--- config.mk ---
export PLATFORM = sky130hd
export DESIGN_NAME = conv_window_gen
export DESIGN_NICKNAME = d
export VERILOG_FILES = /design/src/rtl/conv_window_gen.sv
export SDC_FILE = /design/constraint.sdc
export NUM_CORES = 1
export LEC_CHECK = 0
export CORE_UTILIZATION = 49
export CTS_CLUSTER_DIAMETER = 40
export DETAILED_ROUTE_END_ITERATION = 8
export PLACE_DENSITY = 0.67
export SKIP_CTS_REPAIR_TIMING = 1
export SLEW_MARGIN = 20
export SYNTH_ARGS = -nofsm -noshare
export SYNTH_HDL_FRONTEND = slang
export SYNTH_SLANG_ARGS = --single-unit
--- constraint.sdc ---
create_clock -name clock -period 3.44 [get_ports clock]
set_input_delay 0.344 -clock clock [delete_from_list [all_inputs] [get_ports clock]]
set_output_delay 0.344 -clock clock [all_outputs]
set_load 0.02 [all_outputs]
--- src/rtl/conv_window_gen.sv ---
// Streaming 3x3 sliding-window generator: two line buffers plus a 3x3 shift
// register turn a raster pixel stream into packed windows for the conv unit.
module conv_window_gen #(
   parameter int unsigned N   = 8,
   parameter int unsigned IMG = 28,
   parameter int unsigned FIL = 3,
   parameter int unsigned CW  = $clog2(IMG)
) (
   input  logic                 clock,
   input  logic                 reset,
   input  logic                 start,
   input  logic                 in_valid,
   input  logic [N-1:0]         in_data,
   output logic                 in_ready,
   output logic                 out_valid,
   output logic [FIL*FIL*N-1:0] out_window,
   input  logic                 out_ready,
   output logic [CW-1:0]        out_row,
   output logic [CW-1:0]        out_col,
   output logic                 busy,
   output logic                 done
);

   localparam int unsigned WIN = FIL * FIL;

   localparam logic [1:0] IDLE  = 2'd0;
   localparam logic [1:0] RUN   = 2'd1;
   localparam logic [1:0] DRAIN = 2'd2;
   localparam logic [1:0] DONE  = 2'd3;

   localparam logic [CW-1:0] LAST = CW'(IMG - 1);
   localparam logic [CW-1:0] TWO  = CW'(2);

   logic [1:0]       state;
   logic [1:0]       state_nxt;
   logic [CW-1:0]    row;
   logic [CW-1:0]    col;
   logic [N-1:0]     lb0 [IMG];
   logic [N-1:0]     lb1 [IMG];
   logic [N-1:0]     win [WIN];
   logic [N-1:0]     win_nxt [WIN];
   logic [WIN*N-1:0] win_packed;
   logic             accept;
   logic             emit;
   logic             handshake;
   logic             last_px;

   // Backpressure: a new pixel only enters when the pending window can leave.
   assign in_ready  = (state == RUN) && (!out_valid || out_ready);
   assign busy      = (state == RUN) || (state == DRAIN);
   assign done      = (state == DONE);
   assign accept    = in_valid && in_ready;
   assign handshake = out_valid && out_ready;
   assign emit      = (row >= TWO) && (col >= TWO);
   assign last_px   = (row == LAST) && (col == LAST);

   always_ff @(posedge clock) begin
      if (reset) state <= IDLE;
      else       state <= state_nxt;
   end

   always_comb begin
      state_nxt = state;
      case (state)
         IDLE:    if (start) state_nxt = RUN;
         RUN:     if (accept && last_px) state_nxt = DRAIN;
         DRAIN:   if (!out_valid || out_ready) state_nxt = DONE;
         default: state_nxt = IDLE;
      endcase
   end

   // Window shifts left; the new column is {two rows back, previous row, current pixel}.
   always_comb begin
      for (int k = 0; k < WIN; k++) win_nxt[k] = win[k];
      for (int i = 0; i < FIL; i++) begin
         for (int j = 0; j < FIL - 1; j++) win_nxt[i*FIL + j] = win[i*FIL + j + 1];
      end
      win_nxt[FIL-1]   = lb1[col];
      win_nxt[2*FIL-1] = lb0[col];
      win_nxt[3*FIL-1] = in_data;
      win_packed = '0;
      for (int k = 0; k < WIN; k++) win_packed[k*N +: N] = win_nxt[k];
   end

   // Line buffers and window taps need no reset: windows only appear after two full rows.
   always_ff @(posedge clock) begin
      if (accept) begin
         lb0[col] <= in_data;
         lb1[col] <= lb0[col];
         for (int k = 0; k < WIN; k++) win[k] <= win_nxt[k];
      end
   end

   always_ff @(posedge clock) begin
      if (reset) begin
         row        <= '0;
         col        <= '0;
         out_valid  <= 1'b0;
         out_row    <= '0;
         out_col    <= '0;
         out_window <= '0;
      end else begin
         if ((state == IDLE) && start) begin
            row <= '0;
            col <= '0;
         end else if (accept) begin
            if (col == LAST) begin
               col <= '0;
               row <= row + CW'(1);
            end else begin
               col <= col + CW'(1);
            end
         end

         if (accept && emit) begin
            out_valid  <= 1'b1;
            out_window <= win_packed;
            out_row    <= row - TWO;
            out_col    <= col - TWO;
         end else if (handshake) begin
            out_valid  <= 1'b0;
         end
      end
   end

endmodule

==> flow_summary.toml, run 1 <==
[run_status]
outcome = "completed"

[synthesis]
ys_seq_area_share_pct = 74.5
synth-seq-cells = 596
synth_async_sr_flop_share_pct = 0
synth_area_per_cell_um2 = 15.9
synth_warnings = 0
post_synthesis_net_count = 1455
synth_top_area_share_pct = 65.6
synth.area.top_cells = "edfxtp_1, dfxtp_1, mux2i_1, nand2_1, mux4_2"
synthesized_area_um2 = 22700
netlist_instances = 1427
number_of_enable_type_register_cells_in_the_synthesized_netlist = 496
synth_flop_cell = "edfxtp_1"
unique_cell_type_count_in_the_yosys_netlist = 49
post-synth-top-area-cell = "edfxtp_1"

[floorplan]
floorplan.die.width_um = 217
die_area_um2 = 47200
floorplan.initialDensity_pct = 49.9
num_io_pins = 99
design.core.area_um2 = 45500
placement_rows = 78
chipHeight_um = 217

[cells_and_area]
final_net_count = 1624
final_layout_size_suffix_gt1_share_pct = 14.4
postLayoutCoreUtil_pct = 59.6
fill_cells = 3437
final-seq-area_um2 = 16900
finalInstanceArea_um2 = 27100
multi_input_area_um2 = 5360
num_antenna_cells = 0
syn_to_final_growth_pct = 19.5

[power_and_ir_drop]
p_clk_share_pct = 45.3
power_report.internal_total_uw = 13100
fin_total_pwr_uw = 17100
pwr_density_cell_nw_per_um2 = 629
power_leakage_uw = 0.00855
p_sw_uw = 3930
power_frac_seq_pct = 48.0
comb_power_share_pct = 6.7
power.ir.vdd_worst_mv = 0.368
p_sw_share_pct = 23.0

[clock_network]
max-clock-path-buffers = 3
tritoncts_clock_tree = "built"
root_buffer = "clkbuf_16"
cts-htree-levels = 3
clock_latency_ns = 0.61
clock-sinks = 596
cts_buffers = 73
cts.reportedPaths.clkPinSlew_ns = 0.06

[critical_path]
timing.critical_path.fanout_max = 30
critical_path_class = "flop to flop"
crit_buf_inv = 1
worst_ep_arrival_time_ns = 3.31
max_incr_delay_on_cp_ns = 0.74
critical_path_required_ns = 3.98
worst-r2r-setup-slack_ns = 0.67
start_kind = "flop"
slowest_library_cell_on_the_worst_path = "o221a_2"
crit_path_end_kind = "flop"
path_cells = "buf_4 > mux2i_1 > a22o_1 > a221oi_1 > o221a_2 > a22o_1"
rr_worst_depth = 6
cp_common_cell = "a22o_1"
r2r-end = "out_window[45]"
worst-path-stages = 6
worst_path_dominant_cell_family = "compound AO/OA/AOI/OAI gates"

[route]
avgViaCountPerCell = 5.76
ant_nets = 0
via_count = 13000
post-route-drc-count = 0
detail_route.first_pass.iterations = 7
route.detailed.wl_per_inst_um = 23.8
drt_iter0_markers = 1297
postRouteWirelength_um = 53700

[timing]
final-setup-viol-count = 0
clock_period_minus_worst_slack_ns = 2.77
part_of_the_cycle_the_worst_path_needs_pct = 80.5
worstMarginPinSlew_ns = 0.776
totalNegativeSetupSlack_ns = 0
hold_viol_final = 0
skew_ns = 0.0236
timing.hold.ws_ns = 0.230
grt_setup_unrepaired = "false"
slew_headroom_pct = 48.3
clock.fmax_mhz = 361
timing.final.max_slew_violations = 0

[global_routing]
grt.total_usage_pct = 23.0
antenna_found_initial = 3
grt_pass1_wl_um = 79700
grt_pass1_vias = 12800
grt_max_degree = 73
grt_overflow = 0

[placement]
finalWeightedCongestion = 0.824
port-buffer-count = 98
placement.cell_area_um2 = 24600
place.detailed.hpwl_um = 31500

[worst_hold_path]
hold_class = "primary input to flop"
hold_depth = 4
hold_start = "reset"
min_to = "out_window[16]"

[flow_run]
cap_viol_max_count = 0
[stage by stage]
step | instances | setup WS (ns)
after detailed placement | 2120 | 0.717
after floorplan | 1427 | 0.574
after CTS | 2254 | 0.697
after global placement | 2120 | 0.805
final | 2255 | 0.670
after global routing | 2255 | 0.568
[per-layer routing]
| metal | global-route usage [%] | wire length [um] |
|---|---|---|
| met1 | 31.7 | 23300 |
| met3 | 4.47 | 3600 |
| met4 | 10.2 | 1800 |
| met5 | 0 | 27 |
| met2 | 35.7 | 25000 |
[power by group through the flow]
stage                     Sequential (uW)  Clock [uW]  Combinational, uW
after floorplan                      8320           0                693
after global placement               8330           0               1100
after detailed placement             8340           0               1130
after CTS                            8190        7800               1130
after global routing                 8200        8090               1200
final                                8190        7720               1130
[sequential cells by signal, summed over array words and instances, names as in the netlist, named ones only]
| register | count |
|---|---|
| out_valid | 1 |
| lb1 | 224 |
| out_row | 5 |
| state | 2 |
| row | 5 |
| out_col | 5 |
| out_window | 72 |
| win | 48 |
| lb0 | 224 |
| col | 5 |
[tightest hold or removal path, cell delays in order]
cell and delay, ns:
buf_2 0.11, inv_1 0.11, o21ai_0 0.09, o21ba_1 0.14
[synth_stat cells, drive strengths merged (10+ instances only)]
master,instances
nand4,14
a21oi,88
nand3,45
buf,52
nor2,52
o21ai,13
o21ba,13
dfxtp,100
edfxtp,496
mux2i,186
a22oi,52
mux4,22
inv,10
ha,15
clkbuf,28
nand2,166
[cell type report]
type,instances,share of cell area (%)
Sequential cell,596,62.3
Multi-Input combinational cell,741,19.8
Clock buffer,81,6.92
Timing Repair Buffer,174,5.90
Tap cell,600,2.77
Clock inverter,53,2.19
Inverter,10,0.138
[cell usage in the layout (no fill, tap or decap), types with 51 or more instances in the layout]
cell type / instances
nor2_1: 51
dfxtp_1: 98
clkdlybuf4s50_1: 97
mux2i_1: 186
nand2_1: 165
a21oi_1: 88
a22oi_1: 52
buf_4: 71
clkbuf_16: 74
edfxtp_1: 496
[kinds of logic after synthesis]
kind of cell | share of synthesized area, %
compound gates | 5.91
xor+xnor | 0.347
fa+ha+maj | 0.827
buf+inv | 2.01
flops | 74.5
mux | 10.4
simple gates | 6.04
[worst max path at each step]
stage                     end  slack (ns)     start
3_3_place_gp   out_window[45]        0.81      flop
2_1_floorplan      lb0[24][0]        0.57  state[1]
6_report       out_window[45]        0.67      flop
5_1_grt        out_window[45]        0.57      flop
4_1_cts        out_window[45]        0.70      flop
3_5_place_dp   out_window[45]        0.72      flop
Power figures use the tool's default switching activity.
==> run 2, diff against run 1 <==
Clock period 3.44 ns to 2.78 ns, I/O delays scaled along.
==> run 2 against run 1 <==
Against the previous run: combinational power up 31%; largest cell class unchanged; final cell count up 1.4%; hold slack better by 0.094 ns.
==> flow_summary.toml, run 2 (synthesized netlist as in run 1, its figures left out) <==
[cells_and_area]
syn_to_final_growth_pct = 21.0
postLayoutCoreUtil_pct = 60.4
instances_no_fill = 2287
layout.cells.most_common_list = "edfxtp_1, mux2i_1, nand2_1"
layout.cells.most_common = "edfxtp_1"
final_net_count = 1656
top_flop_regs = "lb0 x224, lb1 x224, out_window x72"
final_layout_size_suffix_gt1_share_pct = 16.1
num_antenna_cells = 0

[floorplan]
num_io_pins = 99
floorplan.die.width_um = 217
placement_rows = 78
die_area_um2 = 47200
chipHeight_um = 217
design.core.area_um2 = 45500
floorplan.initialDensity_pct = 49.9

[timing]
hold_viol_final = 0
timing.final.max_slew_violations = 0
timing.hold.ws_ns = 0.324
clock.fmax_mhz = 387
worstMarginPinSlew_ns = 1.08
final-setup-viol-count = 0
skew_ns = 0.0323
slew_headroom_pct = 28.0
clock_period_minus_worst_slack_ns = 2.58
part_of_the_cycle_the_worst_path_needs_pct = 92.8
grt_setup_unrepaired = "false"

[global_routing]
grt_max_degree = 76
grt_pass1_vias = 12800
grt.total_usage_pct = 22.5
grt_pass1_wl_um = 78300
grt_overflow = 0
antenna_found_initial = 0

[worst_hold_path]
hold_depth = 5
hold_class = "primary input to flop"

[placement]
placed_cells = 2150
place.detailed.hpwl_um = 33000
port-buffer-count = 98
finalWeightedCongestion = 0.861

[route]
post-route-drc-count = 0
route.detailed.wl_per_inst_um = 22.8
drt_iter0_markers = 1182
avgViaCountPerCell = 5.59
via_count = 12800
detail_route.first_pass.iterations = 6
postRouteWirelength_um = 52200
ant_nets = 0

[critical_path]
rr_worst_depth = 5
r2r-end = "lb1[15][2]"
start_kind = "flop"
critical_path_class = "flop to flop"
worst_ep_arrival_time_ns = 2.92
critical_path_required_ns = 3.12
timing.critical_path.fanout_max = 28
crit_path_end_kind = "flop"
setup.worst_path.end = "lb1[15][2]"
worst-r2r-setup-slack_ns = 0.20

[power_and_ir_drop]
power.ir.vdd_worst_mv = 0.513
pwr_density_cell_nw_per_um2 = 773
power_leakage_uw = 0.00876

[clock_network]
clock_latency_ns = 0.60
cts_buffers = 76
max-clock-path-buffers = 3
root_buffer = "clkbuf_16"
cts.reportedPaths.clkPinSlew_ns = 0.06
clock-sinks = 596
tritoncts_clock_tree = "built"
cts-htree-levels = 3

[run_status]
outcome = "completed"

[flow_run]
cap_viol_max_count = 0
[run 2: worst min path at each step]
stage | start | end | slack, ns
2_1_floorplan | in_data[0] | lb0[0][0] | 0.38
3_3_place_gp | win[8][0] | win[7][0] | 0.43
6_report | reset | out_window[18] | 0.32
5_1_grt | reset | out_window[43] | 0.36
4_1_cts | reset | out_window[18] | 0.30
3_5_place_dp | win[2][4] | win[1][4] | 0.43
[run 2: cell type report]
cell class | count | area (um2)
Sequential cell | 596 | 16900
Timing Repair Buffer | 203 | 1880
Inverter | 10 | 37.5
Fill cell | 3352 | 18000
Tap cell | 600 | 751
Clock inverter | 50 | 493
Multi-Input combinational cell | 741 | 5360
Clock buffer | 87 | 2030
[run 2: stage by stage]
| step | TNS [ns] | worst slack, ns | total power (uW) | area (um2) |
|---|---|---|---|---|
| after floorplan | -27.49 | -0.0858 | 11100 | 22700 |
| after global placement | 0 | 0.273 | 11800 | 24900 |
| after detailed placement | 0 | 0.259 | 11800 | 24900 |
| after CTS | 0 | 0.232 | 21400 | 27400 |
| after global routing | 0 | 0.103 | 21800 | 27400 |
| final | 0 | 0.199 | 21200 | 27400 |
[run 2: worst max-delay path, stage by stage (launching register included)]
cell	delay (ns)
dfxtp_1	0.33
buf_4	0.17
nor2_1	0.82
nand3_1	0.36
nand4_1	0.24
buf_4	0.39
[run 2: power breakdown]
group	internal [uW]	switching [uW]	total, uW
combinational	497	979	1480
sequential	10100	77.3	10100
clock	5870	3750	9620
[run 2: metal layers]
layer  up-vias  share of wire (%)  global-route usage (%)
met2       427                 49                    37.4
li1       5855                  -                       -
met5         -                  0                       0
met4         0                3.1                    8.78
met3        98                5.9                    3.93
met1      6402                 42                    29.4
==> run 3, diff against run 2 <==
Settings changed: SETUP_SLACK_MARGIN set to 0.02.
==> results of run 3 <==
Same layout as run 2: the final DEF is identical, and so are final timing and power.
